## config.mk

```make
export PLATFORM = sky130hd
export DESIGN_NAME = nco_phase_to_sine
export DESIGN_NICKNAME = d
export VERILOG_FILES = /design/src/rtl/nco_pkg.sv /design/src/rtl/quarter_sine_rom.sv /design/src/rtl/nco_phase_to_sine.sv
export SDC_FILE = /design/constraint.sdc
export NUM_CORES = 1
export LEC_CHECK = 0
export ABC_AREA = 1
export BUFFER_PORTS_ARGS = -buffer_cell sky130_fd_sc_hd__buf_4
export CAP_MARGIN = 20
export CORE_MARGIN = 4
export CORE_UTILIZATION = 58
export CTS_CLUSTER_SIZE = 30
export DETAILED_ROUTE_END_ITERATION = 10
export PLACE_DENSITY = 0.86
export SETUP_SLACK_MARGIN = 0.15
export SLEW_MARGIN = 20
export SYNTH_ARGS = -nofsm -noshare
export SYNTH_HDL_FRONTEND = slang
export SYNTH_SLANG_ARGS = --single-unit
export TNS_END_PERCENT = 100
```

## constraint.sdc

```tcl
create_clock -name clk -period 2.9 [get_ports clk]
set_input_delay 0.145 -clock clk [delete_from_list [all_inputs] [get_ports clk]]
set_output_delay 0.145 -clock clk [all_outputs]
set_load 0.05 [all_outputs]
```

## src/rtl/nco_pkg.sv

```systemverilog
// nco_pkg: shared widths, FSM state and quadrant encodings for the
// phase-to-sine receive stage, plus the quadrant-symmetry helpers used to
// fold an 8-bit phase word onto the quarter-wave ROM.
package nco_pkg;

    localparam int unsigned PHASE_W = 8;
    localparam int unsigned CHUNK_W = 2;
    localparam int unsigned AMP_W   = 8;
    localparam int unsigned BEATS   = PHASE_W / CHUNK_W;
    localparam int unsigned IDX_W   = PHASE_W - 2;

    // Quarter-turn offset turning the sine lookup into a cosine lookup.
    localparam logic [PHASE_W-1:0] COS_OFFSET = 8'h40;

    typedef enum logic {
        IDLE,
        COLLECT
    } state_t;

    typedef enum logic [1:0] {
        Q0 = 2'd0,
        Q1 = 2'd1,
        Q2 = 2'd2,
        Q3 = 2'd3
    } quadrant_t;

    // Odd quadrants run the quarter wave backwards.
    function automatic logic [IDX_W-1:0] rom_addr(input logic [PHASE_W-1:0] phase);
        quadrant_t q;
        q = quadrant_t'(phase[PHASE_W-1 -: 2]);
        if (q == Q1 || q == Q3)
            return ~phase[IDX_W-1:0];
        else
            return phase[IDX_W-1:0];
    endfunction

    // The second half-turn is the negated first half-turn.
    function automatic logic is_negative(input logic [PHASE_W-1:0] phase);
        quadrant_t q;
        q = quadrant_t'(phase[PHASE_W-1 -: 2]);
        return (q == Q2 || q == Q3);
    endfunction

endpackage

```

## src/rtl/quarter_sine_rom.sv

```systemverilog
// quarter_sine_rom: 64-entry quarter-wave sine table with registered read.
// Entry k = round(127 * sin(2*pi*(k+0.5)/256)), unsigned, range 2..127.
// Ports:
//   clk    in   rising-edge clock
//   addr_a in   IDX_W   read address, port A
//   data_a out  AMP_W   registered data, port A
//   addr_b in   IDX_W   read address, port B (NCO_COS_OUT_EN only)
//   data_b out  AMP_W   registered data, port B (NCO_COS_OUT_EN only)
// Macro: NCO_COS_OUT_EN adds the second read port.
module quarter_sine_rom
    import nco_pkg::*;
(
    input  logic             clk,
    input  logic [IDX_W-1:0] addr_a,
    output logic [AMP_W-1:0] data_a
`ifdef NCO_COS_OUT_EN
    ,
    input  logic [IDX_W-1:0] addr_b,
    output logic [AMP_W-1:0] data_b
`endif
);

    localparam logic [AMP_W-1:0] SINE_LUT [64] = '{
          8'd2,   8'd5,   8'd8,  8'd11,  8'd14,  8'd17,  8'd20,  8'd23,
         8'd26,  8'd29,  8'd32,  8'd35,  8'd38,  8'd41,  8'd44,  8'd47,
         8'd50,  8'd53,  8'd56,  8'd58,  8'd61,  8'd64,  8'd67,  8'd69,
         8'd72,  8'd74,  8'd77,  8'd79,  8'd82,  8'd84,  8'd86,  8'd89,
         8'd91,  8'd93,  8'd95,  8'd97,  8'd99, 8'd101, 8'd103, 8'd105,
        8'd106, 8'd108, 8'd110, 8'd111, 8'd113, 8'd114, 8'd115, 8'd117,
        8'd118, 8'd119, 8'd120, 8'd121, 8'd122, 8'd123, 8'd124, 8'd124,
        8'd125, 8'd125, 8'd126, 8'd126, 8'd127, 8'd127, 8'd127, 8'd127
    };

    always_ff @(posedge clk) begin
        data_a <= SINE_LUT[addr_a];
    end

`ifdef NCO_COS_OUT_EN
    always_ff @(posedge clk) begin
        data_b <= SINE_LUT[addr_b];
    end
`endif

endmodule

```

## src/rtl/nco_phase_to_sine.sv

```systemverilog
// nco_phase_to_sine: deserializes 2-bit phase beats (MSB chunk first, word
// start marked by ISin) into an 8-bit phase word and converts it to a signed
// sine sample via a quarter-wave ROM and quadrant symmetry.
// Pipeline: word complete at edge N, ROM read at N+1, Dout/Dvld at N+2.
// Ports:
//   clk    in   rising-edge clock
//   rst_n  in   synchronous active-low reset
//   En     in   block enable; low discards the partial word and flushes
//   Vld    in   beat qualifier
//   Ain    in   CHUNK_W  phase chunk
//   ISin   in   start-of-word marker (with Vld)
//   Dout   out  AMP_W    signed sine sample, holds between strobes
//   Dvld   out  one-cycle strobe, Dout is new
//   Err    out  one-cycle framing-error strobe
//   Cout   out  AMP_W    signed cosine sample (NCO_COS_OUT_EN only)
// Macro: NCO_COS_OUT_EN adds Cout and the second ROM read.
module nco_phase_to_sine
    import nco_pkg::*;
(
    input  logic               clk,
    input  logic               rst_n,
    input  logic               En,
    input  logic               Vld,
    input  logic [CHUNK_W-1:0] Ain,
    input  logic               ISin,
    output logic [AMP_W-1:0]   Dout,
    output logic               Dvld,
    output logic               Err
`ifdef NCO_COS_OUT_EN
    ,
    output logic [AMP_W-1:0]   Cout
`endif
);

    state_t             state;
    logic [1:0]         cnt;
    logic [PHASE_W-1:0] shreg;
    logic [PHASE_W-1:0] merged;
    logic               last_beat;

    logic               req_vld;
    logic [PHASE_W-1:0] req_phase;
    logic               rd_vld;
    logic               rd_neg;
    logic [AMP_W-1:0]   rom_sin;

    // Word in progress with the current beat dropped into its slot.
    always_comb begin
        merged = shreg;
        for (int unsigned b = 0; b < BEATS; b++) begin
            if (cnt == 2'(b))
                merged[PHASE_W-1-b*CHUNK_W -: CHUNK_W] = Ain;
        end
    end

    assign last_beat = (cnt == 2'(BEATS - 1));

    always_ff @(posedge clk) begin
        if (!rst_n) begin
            state     <= IDLE;
            cnt       <= '0;
            shreg     <= '0;
            req_vld   <= 1'b0;
            req_phase <= '0;
            Err       <= 1'b0;
        end else if (!En) begin
            state   <= IDLE;
            cnt     <= '0;
            req_vld <= 1'b0;
            Err     <= 1'b0;
        end else begin
            req_vld <= 1'b0;
            Err     <= 1'b0;
            if (Vld) begin
                if (ISin) begin
                    // Start or restart; a restart abandons the partial word.
                    shreg <= {Ain, {(PHASE_W-CHUNK_W){1'b0}}};
                    cnt   <= 2'd1;
                    state <= COLLECT;
                    Err   <= (state == COLLECT);
                end else if (state == IDLE) begin
                    Err <= 1'b1;
                end else if (last_beat) begin
                    req_vld   <= 1'b1;
                    req_phase <= merged;
                    cnt       <= '0;
                    state     <= IDLE;
                end else begin
                    shreg <= merged;
                    cnt   <= cnt + 2'd1;
                end
            end
        end
    end

`ifdef NCO_COS_OUT_EN
    logic [PHASE_W-1:0] cos_phase;
    logic               rd_cneg;
    logic [AMP_W-1:0]   rom_cos;

    assign cos_phase = req_phase + COS_OFFSET;

    quarter_sine_rom u_rom (
        .clk    (clk),
        .addr_a (rom_addr(req_phase)),
        .data_a (rom_sin),
        .addr_b (rom_addr(cos_phase)),
        .data_b (rom_cos)
    );
`else
    quarter_sine_rom u_rom (
        .clk    (clk),
        .addr_a (rom_addr(req_phase)),
        .data_a (rom_sin)
    );
`endif

    // Sign flags travel alongside the ROM read so they line up with its data.
    always_ff @(posedge clk) begin
        if (!rst_n) begin
            rd_vld <= 1'b0;
            rd_neg <= 1'b0;
`ifdef NCO_COS_OUT_EN
            rd_cneg <= 1'b0;
`endif
        end else if (!En) begin
            rd_vld <= 1'b0;
        end else begin
            rd_vld <= req_vld;
            rd_neg <= is_negative(req_phase);
`ifdef NCO_COS_OUT_EN
            rd_cneg <= is_negative(cos_phase);
`endif
        end
    end

    always_ff @(posedge clk) begin
        if (!rst_n) begin
            Dout <= '0;
            Dvld <= 1'b0;
`ifdef NCO_COS_OUT_EN
            Cout <= '0;
`endif
        end else if (!En) begin
            Dvld <= 1'b0;
        end else begin
            Dvld <= rd_vld;
            if (rd_vld) begin
                Dout <= rd_neg ? ('0 - rom_sin) : rom_sin;
`ifdef NCO_COS_OUT_EN
                Cout <= rd_cneg ? ('0 - rom_cos) : rom_cos;
`endif
            end
        end
    end

endmodule

```

==> impl_metrics.csv <==
group,metric,value,unit
run_status,status,"finished clean",
timing,setup-tns-final,0,ns
floorplanning,die_outline_area,0.00492,mm^2
global_routing,first_global_vias,1831,
yosys,synthFlopType,"dfxtp_1",
route,ant_nets,0,
timing,endpoints_failing_setup,0,
global_routing,global_route.usage.total,0.194,
yosys,post_synthesis_instance_total,321,
power_and_ir_drop,cellLeakagePower,1.07,nW
placed_design,detailed_place_hpwl,3.25,mm
floorplanning,fp.dieH,70.2,um
yosys,yosysMostFrequentCell,"nand2_1",
yosys,synthTopCellsByCount,"82 x nand2_1, 39 x dfxtp_1, 35 x a21oi_1",
yosys,synth_warnings,0,
yosys,synth_top_area_share,0.348,
route,vias_per_cell,5.47,
timing,maxSlewViolCount,0,
global_routing,initial_antenna_violation_count,0,
floorplanning,number_of_top_level_design_ports,17,
yosys,synth-seq-area-share,0.348,
cells_and_area,area_delta_synth_final,8.15,%
clock_network,postCtsSetupBuffers,0,
clock_network,tritoncts,"yes",
power_and_ir_drop,pwr_density_cell,395,mW/mm^2
cells_and_area,ff_latch_area,781,um^2
cells_and_area,drive_above_1_share,0.149,
clock_network,cts.htree.levels,2,
yosys,synth_cell_type_count,30,
clock_network,clock_sink_count,39,
yosys,synthesis.area_per_instance,6.98,um^2
clock_network,clock_path_buffers,2,
route,drt_pass1_iterations,4,
clock_network,clock_tree.root_cell,"clkbuf_8",
yosys,synth_seq_cells,39,
timing,max_clock_freq,628,MHz
timing,final_period_minus_worst_setup_slack,1.59,ns
clock_network,clkLatencyLatePin,0.29,ns
setup_path,max_stage_delay,0.42,ns
cells_and_area,finalInstanceArea,0.00242,mm^2
placed_design,gp_routability_congestion,0.964,
cells_and_area,finalNetCount,347,
global_routing,grt_remaining_overflow,0,
yosys,synthTopCellsByArea,"dfxtp_1 35%, nand2_1 14%, a21oi_1 7.8%, o21ai_0 6.0%, nand3_1 5.4%",
clock_network,post_cts_resized,0,
setup_path,cp.arrival,1.76,ns
global_routing,grt_first_pass_wirelength,7.84,mm
setup_path,worstPathCellList,"ha_1 -> nand2_2 -> inv_1 -> nand4_4 -> o21ai_0 -> a21oi_1",
setup_path,worstPathMaxFanout,17,
placed_design,numPortBuffers,16,
floorplanning,floorplan.initialDensity,0.608,
timing,number_of_hold_slack_violations_in_the_final_timing_report,0,
setup_path,r2r_slack,1.31,ns
timing,fin_worst_skew,0.00981,ns
setup_path,crit_family,"flip-flops",
setup_path,critical_path.slowest_cell,"dfxtp_1",
timing,fin_crit_sh,0.549,
timing,slew_headroom,0.734,
yosys,synth_nets,334,
setup_path,criticalPathCategory,"reg -> reg",
setup_path,critical_path.startpoint_type,"flip-flop",
floorplanning,num_rows,22,
cells_and_area,final.fill_count,338,
yosys,mappedNetlistArea,0.00224,mm^2
cells_and_area,multi_input_comb_area,0.00122,mm^2
route,drt_initial_violations,162,
clock_network,cts_buffers,5,
flow_run,max_cap_violations,0,
floorplanning,chipWidth,70.2,um
setup_path,worstPathBufferInverterCount,1,
global_routing,grt_max_degree,20,
placed_design,placed_cell_area,0.00234,mm^2
min_path,hp-class,"in -> reg",
floorplanning,fp.coreArea,0.00369,mm^2
yosys,edff_count_synth,0,
setup_path,timing.critical_path.required,3.06,ns
route,detail_route.wirelength,4.44,mm
clock_network,cts_hold_buf,0,
route,dr_total_vias,2094,
timing,worst_pin_slew,0.398,ns
yosys,synth-async-reset-ratio,0,
route,detail_route.drc_violations,0,
cells_and_area,num_antenna_cells,0,
yosys,yosys.area.top_type,"dfxtp_1",
timing,grt_setup_unrepaired,"false",
clock_network,clkTransAtPathRegs,0.07,ns
route,avgRoutedWirePerCell,11.6,um
power_and_ir_drop,vdd_ir_drop_max,267,uV
setup_path,critical_path.endpoint_type,"flip-flop",
==> routing by layer <==
metal | global-route usage | vias to the layer above | part of all wire
li1 | - | 1071 | -
met1 | 0.246 | 943 | 0.45
met2 | 0.323 | 74 | 0.47
met3 | 0.0561 | 6 | 0.066
met4 | 0.0489 | 0 | 0.0081
met5 | 0 | - | 0
==> layout by cell type, fill, tap and decap left out, types with 2 or more instances in the layout <==
cell and instances:
xor2_1 4, mux2_2 2, ha_1 6, clkbuf_8 5, xnor2_1 2, o21ai_0 27, nand2_2 10, a211oi_1 8
inv_1 32, nor3_1 3, nand2_4 3, o21ai_1 6, nand2_1 82, dfxtp_1 39, buf_4 16, nor2_1 13
nand3_1 24, inv_2 5, a21oi_1 35
==> cell type report <==
class                      instances  area share
clock inverter                     2     0.00516
inverter                          40      0.0650
tap                               48      0.0248
sequential                        39       0.322
clock buffer                       6      0.0299
timing repair buffer              16      0.0495
multi-input combinational        232       0.504
==> logic make-up (layout without fill, tap and decap cells) <==
family | Yosys count | in the layout | share of synthesized area
adder cells (fa/ha/maj) | 6 | 6 | 0.0335
AND/OR/NAND/NOR | 139 | 139 | 0.289
buffers and inverters | 50 | 64 | 0.107
flip-flops | 39 | 39 | 0.348
multiplexers | 2 | 2 | 0.0100
AO/OA/AOI/OAI | 79 | 79 | 0.189
XOR/XNOR | 6 | 6 | 0.0234
==> where the power goes <==
group / leakage, nW / total, mW / internal (mW) / switching [mW]
registers: 0.316 / 0.548 / 0.543 / 0.00466
clock network: 0.0412 / 0.348 / 0.168 / 0.180
logic: 0.717 / 0.0625 / 0.0225 / 0.0400
==> state kept, by name, summed over array words and instances, names as in the netlist <==
register and cells:
cnt 2, u_rom.data_a 7, rd_neg 1, req_vld 1, rd_vld 1, shreg 8, Dvld 1, Err 1
Dout 8, state 1, req_phase 8
==> metrics by stage <==
step | util | instances | hold slack [ns] | total power [mW] | setup slack [ns]
after floorplan | - | 321 | 0.235 | 0.602 | 1.59
after global placement | 0.634 | 375 | 0.383 | 0.621 | 1.43
after detailed placement | 0.634 | 375 | 0.393 | 0.622 | 1.35
after CTS | 0.657 | 383 | 0.0768 | 0.971 | 1.31
after global routing | 0.657 | 383 | 0.0694 | 1.01 | 1.20
final | 0.657 | 383 | 0.0838 | 0.959 | 1.31
==> path summary, 6_finish.rpt <==
path | from | endpoint | cells after the start
max | cnt[0]$_SDFFE_PP0P_ | req_phase[6]$_SDFFE_PN0P_ | 6
min | Vld | state$_SDFFE_PP0P_ | 2
max reg2reg | cnt[0]$_SDFFE_PP0P_ | req_phase[6]$_SDFFE_PN0P_ | 6
min reg2reg | req_vld$_SDFF_PP0_ | rd_vld$_SDFF_PP0_ | 2
No activity file was read; power rests on OpenSTA's default activity.
